### src/rtl/vm_pkg.sv
// Shared vending-machine definitions: coin denomination encoding, coin values
// and the change dispenser state type.
package vm_pkg;

   localparam logic [1:0] DEN_1  = 2'd0;
   localparam logic [1:0] DEN_5  = 2'd1;
   localparam logic [1:0] DEN_10 = 2'd2;
   localparam logic [1:0] DEN_50 = 2'd3;

   localparam int VAL_1  = 1;
   localparam int VAL_5  = 5;
   localparam int VAL_10 = 10;
   localparam int VAL_50 = 50;

   typedef enum logic [2:0] {
      ST_IDLE   = 3'd0,
      ST_SELECT = 3'd1,
      ST_EJECT  = 3'd2,
      ST_DONE   = 3'd3,
      ST_FAULT  = 3'd4
   } state_e;

endpackage

### src/rtl/coin_stock.sv
// Four per-denomination coin counters with saturating load, single-coin
// decrement and an empty flag per counter.
module coin_stock
   import vm_pkg::*;
#(
   parameter int STOCK_W    = 8,
   parameter int INIT_STOCK = 20
) (
   input  logic                     clock,
   input  logic                     reset,
   input  logic                     load_en_i,
   input  logic [1:0]               load_sel_i,
   input  logic [STOCK_W-1:0]       load_count_i,
   input  logic                     dec_en_i,
   input  logic [1:0]               dec_sel_i,
   output logic [3:0][STOCK_W-1:0]  stock_o,
   output logic [3:0]               stock_empty_o
);

   localparam logic [STOCK_W:0] MAX_CNT = {1'b0, {STOCK_W{1'b1}}};

   logic [3:0][STOCK_W-1:0] stock_q, stock_d;
   logic [3:0][STOCK_W:0]   sum;

   // One extra bit of headroom lets load and decrement net out before saturating.
   always_comb begin
      sum     = '0;
      stock_d = stock_q;
      for (int i = 0; i < 4; i++) begin
         sum[i] = {1'b0, stock_q[i]};
         if (load_en_i && (load_sel_i == 2'(i)))
            sum[i] = sum[i] + {1'b0, load_count_i};
         if (dec_en_i && (dec_sel_i == 2'(i)))
            sum[i] = sum[i] - {{STOCK_W{1'b0}}, 1'b1};
         stock_d[i] = (sum[i] > MAX_CNT) ? MAX_CNT[STOCK_W-1:0] : sum[i][STOCK_W-1:0];
      end
   end

   always_ff @(posedge clock) begin
      if (reset) begin
         for (int i = 0; i < 4; i++)
            stock_q[i] <= STOCK_W'(INIT_STOCK);
      end else begin
         stock_q <= stock_d;
      end
   end

   always_comb begin
      stock_empty_o = '0;
      for (int i = 0; i < 4; i++)
         stock_empty_o[i] = (stock_q[i] == '0);
   end

   assign stock_o = stock_q;

endmodule

### src/rtl/change_dispenser.sv
// Pays a refund out one coin at a time over a hopper handshake, greedy over
// 50/10/5/1, faulting with the unpaid remainder when stock runs short.
module change_dispenser
   import vm_pkg::*;
#(
   parameter int AMT_W      = 16,
   parameter int STOCK_W    = 8,
   parameter int INIT_STOCK = 20
) (
   input  logic               clock,
   input  logic               reset,
   input  logic               amt_valid,
   input  logic [AMT_W-1:0]   amt_data,
   output logic               amt_ready,
   output logic               eject_valid,
   output logic [1:0]         eject_sel,
   input  logic               eject_ack,
   input  logic               load_en,
   input  logic [1:0]         load_sel,
   input  logic [STOCK_W-1:0] load_count,
   output logic [3:0]         stock_empty,
   output logic               busy,
   output logic               done,
   output logic               fault,
   output logic [AMT_W-1:0]   owed,
   input  logic               fault_clr
);

   state_e                  state_q, state_d;
   logic [AMT_W-1:0]        rem_q, rem_d;
   logic [1:0]              sel_q, sel_d;
   logic [3:0][STOCK_W-1:0] stock;
   logic                    dec_en;
   logic                    pick_ok;
   logic [1:0]              pick;

   function automatic logic [AMT_W-1:0] den_val(input logic [1:0] d);
      case (d)
         DEN_50:  return AMT_W'(VAL_50);
         DEN_10:  return AMT_W'(VAL_10);
         DEN_5:   return AMT_W'(VAL_5);
         default: return AMT_W'(VAL_1);
      endcase
   endfunction

   coin_stock #(
      .STOCK_W    (STOCK_W),
      .INIT_STOCK (INIT_STOCK)
   ) u_stock (
      .clock         (clock),
      .reset         (reset),
      .load_en_i     (load_en),
      .load_sel_i    (load_sel),
      .load_count_i  (load_count),
      .dec_en_i      (dec_en),
      .dec_sel_i     (sel_q),
      .stock_o       (stock),
      .stock_empty_o (stock_empty)
   );

   // Greedy pick: largest coin that fits the remainder and is still in stock.
   always_comb begin
      pick_ok = 1'b1;
      pick    = DEN_1;
      if ((rem_q >= den_val(DEN_50)) && (stock[DEN_50] != '0))
         pick = DEN_50;
      else if ((rem_q >= den_val(DEN_10)) && (stock[DEN_10] != '0))
         pick = DEN_10;
      else if ((rem_q >= den_val(DEN_5)) && (stock[DEN_5] != '0))
         pick = DEN_5;
      else if ((rem_q >= den_val(DEN_1)) && (stock[DEN_1] != '0))
         pick = DEN_1;
      else
         pick_ok = 1'b0;
   end

   always_comb begin
      state_d = state_q;
      rem_d   = rem_q;
      sel_d   = sel_q;
      dec_en  = 1'b0;
      case (state_q)
         // A zero refund still passes through SELECT, so done always lands
         // 2*N+2 cycles after acceptance.
         ST_IDLE: begin
            if (amt_valid) begin
               rem_d   = amt_data;
               state_d = ST_SELECT;
            end
         end
         ST_SELECT: begin
            if (rem_q == '0) begin
               state_d = ST_DONE;
            end else if (pick_ok) begin
               sel_d   = pick;
               state_d = ST_EJECT;
            end else begin
               state_d = ST_FAULT;
            end
         end
         ST_EJECT: begin
            if (eject_ack) begin
               rem_d   = rem_q - den_val(sel_q);
               dec_en  = 1'b1;
               state_d = ST_SELECT;
            end
         end
         ST_DONE: state_d = ST_IDLE;
         ST_FAULT: begin
            if (fault_clr) begin
               rem_d   = '0;
               state_d = ST_IDLE;
            end
         end
         default: state_d = ST_IDLE;
      endcase
   end

   always_ff @(posedge clock) begin
      if (reset) begin
         state_q <= ST_IDLE;
         rem_q   <= '0;
         sel_q   <= DEN_1;
      end else begin
         state_q <= state_d;
         rem_q   <= rem_d;
         sel_q   <= sel_d;
      end
   end

   assign amt_ready   = (state_q == ST_IDLE);
   assign busy        = (state_q != ST_IDLE);
   assign eject_valid = (state_q == ST_EJECT);
   assign eject_sel   = (state_q == ST_EJECT) ? sel_q : 2'd0;
   assign done        = (state_q == ST_DONE);
   assign fault       = (state_q == ST_FAULT);
   assign owed        = (state_q == ST_FAULT) ? rem_q : '0;

endmodule

### config.mk
export PLATFORM = sky130hd
export DESIGN_NAME = change_dispenser
export DESIGN_NICKNAME = d
export VERILOG_FILES = /design/src/rtl/vm_pkg.sv /design/src/rtl/coin_stock.sv /design/src/rtl/change_dispenser.sv
export SDC_FILE = /design/constraint.sdc
export NUM_CORES = 1
export LEC_CHECK = 0
export BUFFER_PORTS_ARGS = -buffer_cell sky130_fd_sc_hd__buf_2
export CORE_MARGIN = 2
export CORE_UTILIZATION = 35
export CTS_BUF_LIST = sky130_fd_sc_hd__clkbuf_8
export DETAILED_ROUTE_END_ITERATION = 10
export PLACE_DENSITY = 0.63
export REMOVE_ABC_BUFFERS = 1
export SETUP_SLACK_MARGIN = 0.4
export SYNTH_ARGS = -nofsm -noshare
export SYNTH_HDL_FRONTEND = slang
export SYNTH_SLANG_ARGS = --single-unit
export TNS_END_PERCENT = 10
### constraint.sdc
create_clock -name clock -period 3.2 [get_ports clock]
set_input_delay 0.32 -clock clock [delete_from_list [all_inputs] [get_ports clock]]
set_output_delay 0.32 -clock clock [all_outputs]
set_load 0.02 [all_outputs]
* Yosys cells after proc, flatten, opt, wreduce, memory -nomap -nowiden
Cells that the tools add are included.
** Operators by class
- Add/subtract/negate cells :: 9
- $lt $le $gt $ge :: 8
- Equality and inequality tests :: 13
- Muxes and demuxes :: 36
- Bitwise logic cells :: 1
- Reduce and logical (&&, ||, !) cells :: 33
** Operator list (count)
- $mux 16 :: 6
- $mux 9 :: 8
- $pmux 16 s3 :: 1
- $add 8x8->9 :: 4
- $gt 9x8->1 const B :: 4
- $sub 9x1->9 const B :: 4
- $logic_not 8->1 :: 4
- $mux 8 :: 4
- $reduce_bool 8->1 :: 4
- $pmux 6 s3 :: 1
- $ge 16x1->1 const B :: 1
- $ge 16x3->1 const B :: 1
- $ge 16x4->1 const B :: 1
- $ge 16x6->1 const B :: 1
- $logic_not 16->1 :: 1
- $sub 16x16->16 :: 1
- $mux 3 :: 5
- $logic_and 1x1->1 :: 12
- $pmux 3 s4 :: 1
- $eq 2x2->1 const B :: 4
- $reduce_or 2->1 :: 4
- $mux 1 :: 7
- $eq 3x2->1 const B :: 2
- $mux 2 :: 3
- other kinds (11) :: 16
** Storage, ports and cells
- Flip-flop bits (word level) :: 53
- Bits of input ports :: 32
- Output and inout port bits :: 27
- Logic and storage cells :: 111

* Longest topological paths before layout
Gate-level depths: netlist of the first run.
- Word-level depth :: 9
- Gate-level depth with buffers :: 12
- Gate-level depth less buffers :: 12

* Hierarchy
Synthesis of the first run repeated with hierarchy kept, for this count alone.
** Unflattened totals
- Cell total of the unflattened synthesis :: 668
- Area total of the unflattened synthesis :: 5439.0 um^2
** By module, submodules not included
- coin_stock :: instances 1, cells an instance 427, area an instance 3614.7 um^2, sequential area each 640.6 um^2
- change_dispenser :: instances 1, cells an instance 241, area an instance 1824.2 um^2, sequential area each 420.4 um^2

* Least setup slack after synthesis of the first run
Ideal clock, no wire load.
- Path type :: input-to-reg
- Start point :: in load_count[0]
- End point :: reg u_stock.stock_q (netlist bit u_stock.stock_o[5])
- Library setup time :: 69 ps
- Arrival time :: 2735 ps
- Data required time :: 3131 ps
- Setup slack :: 396 ps
- Stages on the path :: 10
- Buffers on the path :: 0
- Path through :: ha_1 fa_1 a211o_1 o21ai_0 xnor2_1 o31a_1 or3_4 or2_1 o31a_4 a21oi_2
** Between the ends
- Word-level cells in the longest chain between the ends :: 6
** Ends and longest elaborated chain
- start, declared :: RTL line change_dispenser.sv:20 : input logic [STOCK_W-1:0] load_count,
- $add 8x8->9 (*) :: RTL line coin_stock.sv:32 : sum[i] = sum[i] + {1'b0, load_count_i};
- $mux 9 (*) :: RTL line coin_stock.sv:31 : if (load_en_i && (load_sel_i == 2'(i)))
- $sub 9x1->9 :: RTL line coin_stock.sv:34 : sum[i] = sum[i] - {{STOCK_W{1'b0}}, 1'b1};
- $mux 9 (*) :: RTL line coin_stock.sv:33 : if (dec_en_i && (dec_sel_i == 2'(i)))
- $gt 9x8->1 :: RTL line coin_stock.sv:35 : stock_d[i] = (sum[i] > MAX_CNT) ? MAX_CNT[STOCK_W-1:0] : sum[i][STOCK_W-1:0];
- $mux 8 (*) :: RTL line coin_stock.sv:35
- end signal, assigned by index :: RTL line coin_stock.sv:42 : stock_q[i] <= STOCK_W'(INIT_STOCK);
- end signal, assigned :: RTL line coin_stock.sv:44 : stock_q <= stock_d;
- end, declared :: RTL line coin_stock.sv:22 : logic [3:0][STOCK_W-1:0] stock_q, stock_d;
Mark *: on every way between the ends. The rest lies on a longest branch, timed or not.
A chain may end at the register's enable or synchronous reset.

* Worst setup path in the final report of the first run
- Start point :: reg u_stock.stock_q (netlist bit u_stock.stock_o[0])
- End point :: reg u_stock.stock_q (netlist bit u_stock.stock_o[5])
** Between the ends
- Word-level cells in the longest chain between the ends :: 6
** Ends and longest elaborated chain (RTL line)
- $add 8x8->9 :: coin_stock.sv:32
- $mux 9 (*) :: coin_stock.sv:31
- $sub 9x1->9 :: coin_stock.sv:34
- $mux 9 (*) :: coin_stock.sv:33
- $gt 9x8->1 :: coin_stock.sv:35
- $mux 8 (*) :: coin_stock.sv:35
Marked as above.

==> results of run 1 <==
## per-stage QoR
stage                     instance area, um2  hold WS (ps)  power, uW   util
after floorplan                         4900           382       1430      -
after global placement                  5500           492       1650  0.395
after detailed placement                5500           493       1660  0.395
after CTS                               5630           197       2090  0.404
after global routing                    5700           219       2270  0.409
final                                   5700           205       2110  0.409
## worst min path at each step
stage,from,endpoint,slack (ps)
final,amt_data[9],rem_q[9],200
after global routing,amt_data[9],rem_q[9],220
after floorplan,reset,u_stock.stock_o[0],380
after detailed placement,rem_q[12],rem_q[12],490
after global placement,rem_q[12],rem_q[12],490
after CTS,amt_data[9],rem_q[9],200
## kinds of logic after synthesis
kind of cell / Yosys count
buf+inv: 48
flops: 53
mux: 23
simple gates: 245
fa+ha+maj: 48
compound gates: 185
xor+xnor: 43
## worst register-to-register path, cell delays in order (launching register included)
cell and delay (ps):
dfxtp_2 360, ha_2 190, fa_2 370, a211o_1 280
o21ai_0 100, xnor2_1 120, o31a_1 280, or3_4 390
or2_1 240, o31a_4 330, a21oi_2 130
## synthesized netlist by cell type, drive strengths merged, types with 4 or more instances
cell	count	share of area
xnor2	25	0.044
clkbuf	20	0.015
nor2	66	0.049
ha	42	0.10
and3	23	0.029
or2	5	0.0062
nor3	21	0.021
or3	13	0.017
a211o	4	0.0070
o21bai	5	0.0075
a21o	8	0.012
nor2b	5	0.0062
o21ai	37	0.037
buf	6	0.0077
fa	5	0.020
or4	8	0.012
nand3	20	0.020
o31a	6	0.012
nor3b	5	0.0085
nand2	40	0.030
a31oi	4	0.0050
a211oi	14	0.021
o31ai	4	0.0060
inv	21	0.016
o22ai	4	0.0050
a221oi	5	0.0087
xor2	18	0.031
o21a	4	0.0060
nand4	7	0.0087
mux2	6	0.013
nor4	8	0.010
dfxtp	53	0.21
mux2i	17	0.034
nand2b	7	0.010
a21oi	60	0.063
## sequential cells by signal, indices dropped and copies added, names as in the netlist
signal           flops
u_stock.stock_o     32
rem_q               16
state_q              3
sel_q                2
## final cells by class
cell class	instances	area, um2
timing repair buffer	70	380
multi-input combinational	544	3860
tap	180	225
sequential	53	1060
clock inverter	3	26.3
fill	1442	8230
inverter	22	82.6
clock buffer	5	68.8
## power by group
group / switching [uW] / internal [uW]
sequential: 80.9 / 720
combinational: 506 / 378
clock: 266 / 160
total: 853 / 1260
## routing by layer
metal  up-vias  track usage  share of wire
met5         -            0              0
met4         0       0.0341          0.012
met3        19       0.0288          0.060
met2       160        0.311           0.45
met1      2324        0.261           0.48
li1       2512            -              -
## repair_timing
action	4_1_cts	5_1_grt
pin swaps	1	6
gates resized for setup	7	14
setup endpoints to repair	22	31
buffers inserted	0	1
==> results_dict.tcl, run 1 <==
set metrics [dict create \
    status "complete, no violations" \
    vias_per_cell 5.72 \
    finalHoldViolations 0 \
    setup_slack_ps 372 \
    vias 5015 \
    numCtsBuffers 5 \
    synth.distinct_cells 71 \
    ys_ff_latch 53 \
    final.setup.tns_ps 0 \
    endpoint "u_stock.stock_o[5]" \
    layout.cells.non_filler 877 \
    fp.coreArea_um2 13900 \
    slowest_delay_ps 390 \
    post-route-period-util 0.884 \
    drt_iter0_markers 381 \
    die_x_um 124 \
    yosys_warnings 0 \
    drcViolationCount 0 \
    rrSetupSlack_ps 370 \
    worst-setup-path-type "register to register" \
    cts_tree "built" \
    end_kind "register" \
    path_clk_slew_ps 120 \
    die_area_um2 15300 \
    dp_hpwl_um 10400 \
    setup_viol 0 \
    rows 43 \
    synth_edf_count 0 \
    max-vdd-ir-drop_mv 0.192 \
    worstSetupPathDepth 10 \
    floorplan.initialDensity 0.360 \
    antennaDiodeCount 0 \
    port_buffers 58 \
    whs_path_depth 3 \
    die_height_um 124 \
    gp_congestion 0.842 \
    synthMuxAreaShare 0.0474 \
    synthAdderAreaFrac 0.127 \
    wirelength_um 14000 \
    ys_seq_area_frac 0.212 \
    fin_crit_ps 2830 \
    critical_path.top_delay_family "compound AO/OA/AOI/OAI gates" \
    slew_headroom 0.340 \
    cp_num_buf_inv 0 \
    crit_slowest_cell "or3_4" \
    synth_top_family_by_area "simple AND/OR/NAND/NOR gates" \
    htree_levels 2 \
    syn-cell-area_um2 5010 \
    r2r-end "u_stock.stock_o[5]" \
    root_buffer "clkbuf_8" \
    grt-ovfl-total 0 \
    clock-sinks 53 \
    worstPathArrival_ps 3090 \
    layout.nets 775 \
    power_leakage_uw 0.00243 \
    min_path_type "primary input to register" \
    rsz0062_at_grt "true" \
    final_common_cell "nor2_1" \
    dp_cells 868 \
    cts_hold_buf 0 \
    io_pins 59 \
    firstDrtPassIters 5 \
    final_cell_mix "nor2_1 (65), buf_2 (58), a21oi_1 (55)" \
    r2r-start "u_stock.stock_o[0]" \
    drive_above_1_share 0.171 \
    grt_pass1_wl_um 23400 \
    critPathMaxFanout 6 \
    wl_per_cell_um 16.0 \
    fmax_mhz 354 \
    grt.total_usage 0.188 \
    ant_nets 0 \
    worstRegToRegCells 10 \
    worst_slew_pin_slew_ps 986 \
    crit_path_start_kind "register" \
    maxCapViolCount 0 \
    synth_flop_cell "dfxtp_1" \
    clk_latency_ps 320 \
    cp-startpoint "u_stock.stock_o[0]" \
    yosys.area_share.simple 0.256 \
    syn_inst 645 \
    synth_xor_xnor_area_share 0.0751 \
    fin_worst_skew_ps 14.2 \
    synth_compound_area_frac 0.244 \
    path_cells "ha_2 > fa_2 > a211o_1 > o21ai_0 > xnor2_1 > o31a_1 > or3_4 > or2_1 > o31a_4 > a21oi_2" \
    powerDensity_nw_per_um2 370 \
    critPathRequiredTime_ps 3460 \
    ys_async_sr_fraction 0 \
    pre_cts_ws_ps 105 \
    antenna_found_initial 0 \
    synthToLayoutAreaGrowth_pct 13.7 \
    syn_avg_cell_area_um2 7.77 \
    grt_max_degree 39 \
    grt_pass1_vias 4719 \
    slew_viol_final 0 \
    cts.path.max_buffers 2 \
]
No activity file was read; power rests on OpenSTA's default activity.
==> run 2, diff against run 1 <==
--- a/config.mk
+++ b/config.mk
@@ -11,6 +11,7 @@
 export CTS_BUF_LIST = sky130_fd_sc_hd__clkbuf_8
 export DETAILED_ROUTE_END_ITERATION = 10
 export PLACE_DENSITY = 0.63
+export RECOVER_POWER = 50
 export REMOVE_ABC_BUFFERS = 1
 export SETUP_SLACK_MARGIN = 0.4
 export SYNTH_ARGS = -nofsm -noshare
==> run 2 against run 1 <==
Register-to-register slack worse by 20 ps. Power about the same. Core utilization down 0.31 points. Clock power about the same. Global-route usage unchanged. Critical endpoint unchanged. Largest cell class unchanged.
==> results_dict.tcl, run 2 (synthesis results as in run 1) <==
set metrics [dict create \
    grt_max_degree 39 \
    clockPowerShare 0.203 \
    critical_path.top_delay_family "compound AO/OA/AOI/OAI gates" \
    report.power.total_uw 2110 \
    firstDrtPassIters 5 \
    crit_path_start_kind "register" \
    worstRegToRegCells 10 \
    drt_iter0_markers 386 \
    fillCellCount 1460 \
    slowest_delay_ps 390 \
    min_path_type "primary input to register" \
    post-route-period-util 0.890 \
    htree_levels 2 \
    layout.nets 775 \
    combPwrFrac 0.417 \
    floorplan.initialDensity 0.360 \
    grt_pass1_wl_um 23400 \
    critPathMaxFanout 6 \
    cts_hold_buf 0 \
    grt_pass1_vias 4719 \
    clk_latency_ps 320 \
    vias 4974 \
    power_leakage_uw 0.00232 \
    worst_slew_pin_slew_ps 1010 \
    slew_viol_final 0 \
    end_kind "register" \
    numCtsBuffers 5 \
    holdWs_ps 205 \
    die_x_um 124 \
    io_pins 59 \
    path_clk_slew_ps 120 \
    worstSetupPathDepth 10 \
    dp_hpwl_um 10400 \
    finalHoldViolations 0 \
    antenna_found_initial 0 \
    root_buffer "clkbuf_8" \
    p_seq_frac 0.379 \
    fin_crit_ps 2850 \
    die_area_um2 15300 \
    critPathRequiredTime_ps 3470 \
    largest_register_ffs 32 \
    whs_path_depth 3 \
    final_common_cell "nor2_1" \
    pre_cts_ws_ps 105 \
    wirelength_um 14000 \
    sw_frac_of_total 0.405 \
    grt-ovfl-total 0 \
    worst-setup-path-type "register to register" \
    ant_nets 0 \
    drcViolationCount 0 \
    slew_headroom 0.321 \
    maxCapViolCount 0 \
    cts.path.max_buffers 2 \
    synthToLayoutAreaGrowth_pct 12.9 \
    cts_tree "built" \
    powerDensity_nw_per_um2 373 \
    fmax_mhz 351 \
    cp_num_buf_inv 0 \
    port_buffers 58 \
    cp-startpoint "u_stock.stock_o[0]" \
    hold_start "amt_data[9]" \
    p_switching_uw 855 \
    fin_worst_skew_ps 14.5 \
    die_height_um 124 \
    setup_viol 0 \
    final.setup.tns_ps 0 \
    drive_above_1_share 0.129 \
    status "complete, no violations" \
    fp.coreArea_um2 13900 \
    wl_per_cell_um 16.0 \
    setup_slack_ps 353 \
    worstPathArrival_ps 3110 \
    crit_slowest_cell "or3_4" \
    vias_per_cell 5.67 \
    grt.total_usage 0.188 \
    rows 43 \
    dp_cells 868 \
    max-vdd-ir-drop_mv 0.192 \
    antennaDiodeCount 0 \
    layout.cells.non_filler 877 \
    rsz0062_at_grt "true" \
    clock-sinks 53 \
    p_int_uw 1260 \
    final_cell_mix "nor2_1 (66), a21oi_1 (55), dfxtp_1 (52)" \
    path_cells "ha_2 > fa_2 > a211o_1 > o21ai_0 > xnor2_1 > o31a_1 > or3_4 > or2_1 > o31a_4 > a21oi_2" \
    gp_congestion 0.842 \
    r2r-start "u_stock.stock_o[0]" \
]
[run 2: stage by stage]
stage / utilization / area, um2
global route: 0.406 / 5660
CTS: 0.404 / 5630
detailed placement: 0.395 / 5500
finish: 0.406 / 5660
floorplan: - / 4900
global placement: 0.395 / 5500
[run 2: power by group through the flow]
stage | combinational, uW | sequential [uW] | clock, uW
2_1_floorplan | 642 | 784 | 0
3_3_place_gp | 842 | 812 | 0
3_5_place_dp | 847 | 812 | 0
4_1_cts | 859 | 798 | 435
5_1_grt | 999 | 810 | 461
6_report | 881 | 800 | 429
[run 2: timing repair]
action	4_1_cts	5_1_grt
buffers inserted	0	1
gates resized for setup	7	14
endpoints found under the setup margin	22	31
pin swaps	1	6
[run 2: per-layer routing]
layer	share of wire	global-route usage	vias up
li1	-	-	2507
met1	0.49	0.261	2315
met2	0.45	0.311	135
met3	0.053	0.0288	17
met4	0.010	0.0341	0
met5	0	0	-
[run 2: worst paths after layout]
| check | to | slack [ps] |
|---|---|---|
| worst max-delay path | u_stock.stock_o[5] | 350 |
| worst max register to register | u_stock.stock_o[5] | 350 |
| worst min register to register | rem_q[12] | 510 |
| worst min-delay path | rem_q[9] | 200 |
[run 2: final cells by class]
cell class / instances / area, um2 / area share
multi-input cells: 544 / 3850 / 0.680
clock buffers: 5 / 68.8 / 0.0122
clock inverters: 3 / 26.3 / 0.00464
well taps: 180 / 225 / 0.0398
repair buffers: 70 / 349 / 0.0617
flip-flops and latches: 53 / 1060 / 0.188
inverters: 22 / 82.6 / 0.0146
[run 2: worst min-delay path, stage by stage]
cell	delay (ps)
buf_2	80
a31oi_1	60
nand2_1	50
==> run 3, diff against run 2 <==
--- a/config.mk
+++ b/config.mk
@@ -5,6 +5,7 @@
 export SDC_FILE = /design/constraint.sdc
 export NUM_CORES = 1
 export LEC_CHECK = 0
+export ABC_AREA = 1
 export BUFFER_PORTS_ARGS = -buffer_cell sky130_fd_sc_hd__buf_2
 export CORE_MARGIN = 2
 export CORE_UTILIZATION = 35
==> run 3 against run 2 <==
Via count rose by 15%. Routed wire length rose by 3.3%. Setup slack improved by 130 ps. Maximum frequency rose by 4.9%. Power rose by 1.3%. Highest routed layer unchanged.
==> results_dict.tcl, run 3 <==
set metrics [dict create \
    drive_above_1_share 0.107 \
    setup_viol 0 \
    yosys_warnings 0 \
    ant_nets 0 \
    die_height_um 130 \
    syn_avg_cell_area_um2 6.00 \
    post-route-period-util 0.848 \
    synth_area_leaders "dfxtp_1 (19%), nand2_1 (17%), inv_1 (10%)" \
    drcViolationCount 0 \
    synthToLayoutAreaGrowth_pct 10.9 \
    floorplan.initialDensity 0.354 \
    final.setup.tns_ps 0 \
    critPathMaxFanout 17 \
    critPathRequiredTime_ps 3420 \
    cp_num_buf_inv 5 \
    end_kind "register" \
    crit_path_start_kind "register" \
    dp_hpwl_um 11700 \
    clock-sinks 53 \
    layout.nets 1067 \
    slew_viol_final 0 \
    port_buffers 58 \
    synth_top_area_share 0.191 \
    power_leakage_uw 0.00326 \
    antenna_found_initial 0 \
    rows 46 \
    cts_hold_buf 0 \
    synth.distinct_cells 44 \
    dp_cells 1196 \
    synth_common_cells "nand2_1 (254), inv_1 (151), nand3_1 (100)" \
    ys_async_sr_fraction 0 \
    path_cells "nor2_1 > inv_1 > nor2_1 > clkinv_1 > or2_0 > nand2_1 > nor2_2 > clkbuf_1 > inv_1 > a21oi_1 > o21ai_0 > o211ai_1 > inv_1" \
    slowest_delay_ps 570 \
    fin_crit_ps 2710 \
    path_clk_slew_ps 110 \
    syn_inst 928 \
    grt-ovfl-total 0 \
    ys_ff_latch 53 \
    crit_path_frequent_cell "inv_1" \
    syn-cell-area_um2 5570 \
    cts_tree "built" \
    multi_input_area_um2 3850 \
    grt_pass1_wl_um 24400 \
    grt_max_degree 28 \
    worst_slew_pin_slew_ps 779 \
    fin_worst_skew_ps 13.3 \
    synth_edf_count 0 \
    hold_start "amt_data[9]" \
    min_path_type "primary input to register" \
    final-seq-area_um2 1060 \
    cp-startpoint "state_q[2]" \
    status "complete, no violations" \
    die_area_um2 16900 \
    clk_latency_ps 330 \
    htree_levels 2 \
    grt.total_usage 0.178 \
    fillCellCount 1740 \
    finalHoldViolations 0 \
    synth_most_common_cell "nand2_1" \
    layout.cells.non_filler 1205 \
    io_pins 59 \
    holdWs_ps 267 \
    antennaDiodeCount 0 \
    die_x_um 130 \
    root_buffer "clkbuf_8" \
    powerDensity_nw_per_um2 346 \
    gp_congestion 0.837 \
    report.power.total_uw 2140 \
    wirelength_um 14500 \
    critical_path.top_delay_family "buffers and inverters" \
    cts.path.max_buffers 2 \
    yosys.area.top_type "dfxtp_1" \
    drt_iter0_markers 246 \
    final_cell_mix "nand2_1 (253), inv_1 (153), nand3_1 (99)" \
    worst-setup-path-type "register to register" \
    slew_headroom 0.481 \
    grt_pass1_vias 5313 \
    fp.coreArea_um2 15700 \
    worstPathArrival_ps 2940 \
    max-vdd-ir-drop_mv 0.190 \
    crit_slowest_cell "clkbuf_1" \
    maxCapViolCount 0 \
    vias 5723 \
    firstDrtPassIters 4 \
    synth_flop_cell "dfxtp_1" \
    vias_per_cell 4.75 \
    r2r-start "state_q[2]" \
    final_common_cell "nand2_1" \
    wl_per_cell_um 12.0 \
    largest_register_ffs 32 \
    fmax_mhz 368 \
    numCtsBuffers 5 \
    ys_seq_area_frac 0.191 \
    rsz0062_at_grt "true" \
]
[run 3: worst register-to-register path, delay by kind of cell, from the launching register on]
| family | cells | cell delay [ps] |
|---|---|---|
| compound gates | 3 | 460 |
| buf+inv | 5 | 1220 |
| flops | 1 | 420 |
| simple gates | 5 | 500 |
[run 3: layout make-up]
class                   instances  area share
clock inverters                 3     0.00284
multi-input cells             704       0.624
well taps                     216      0.0438
inverters                     159      0.0974
flip-flops and latches         53       0.172
repair buffers                 65      0.0488
clock buffers                   5      0.0111
[run 3: cells by family (layout without fill, tap and decap cells)]
family,Yosys count,after routing,share of synthesized area
and+or+nand+nor,515,515,0.426
buffers and inverters,171,232,0.119
DFF,53,53,0.191
AOI/OAI and AO/OA,123,123,0.120
xor gates and xnor gates,15,15,0.0236
muxes,4,4,0.00809
adders and majority gates,47,47,0.112
[run 3: layer usage]
metal	GRT usage	part of all wire	vias up
met5	0	0	-
met4	0.0367	0.0098	0
met3	0.0234	0.044	10
met2	0.310	0.45	118
met1	0.236	0.49	2471
li1	-	-	3124
[run 3: path summary, 6_finish.rpt]
check	to	cells after the start	slack, ps
worst max-delay path	rem_q[4]	13	490
worst min register to register	rem_q[2]	2	540
worst max register to register	rem_q[4]	13	490
worst min-delay path	rem_q[9]	3	270
[run 3: what timing repair did]
action                                  CTS  global route
resized for setup                         0             6
endpoints found under the setup margin    0             9
setup buffers                             0             1
[run 3: report_power, final]
group / internal (uW) / switching [uW]
sequential: 727 / 73.0
clock: 154 / 253
combinational: 330 / 601
total: 1210 / 926
[run 3: metrics by stage]
step	instance area, um2	util	worst slack [ps]
3_5_place_dp	6120	0.389	518
2_1_floorplan	5510	-	885
3_3_place_gp	6120	0.389	590
4_1_cts	6200	0.395	615
6_report	6180	0.393	486
5_1_grt	6180	0.393	274
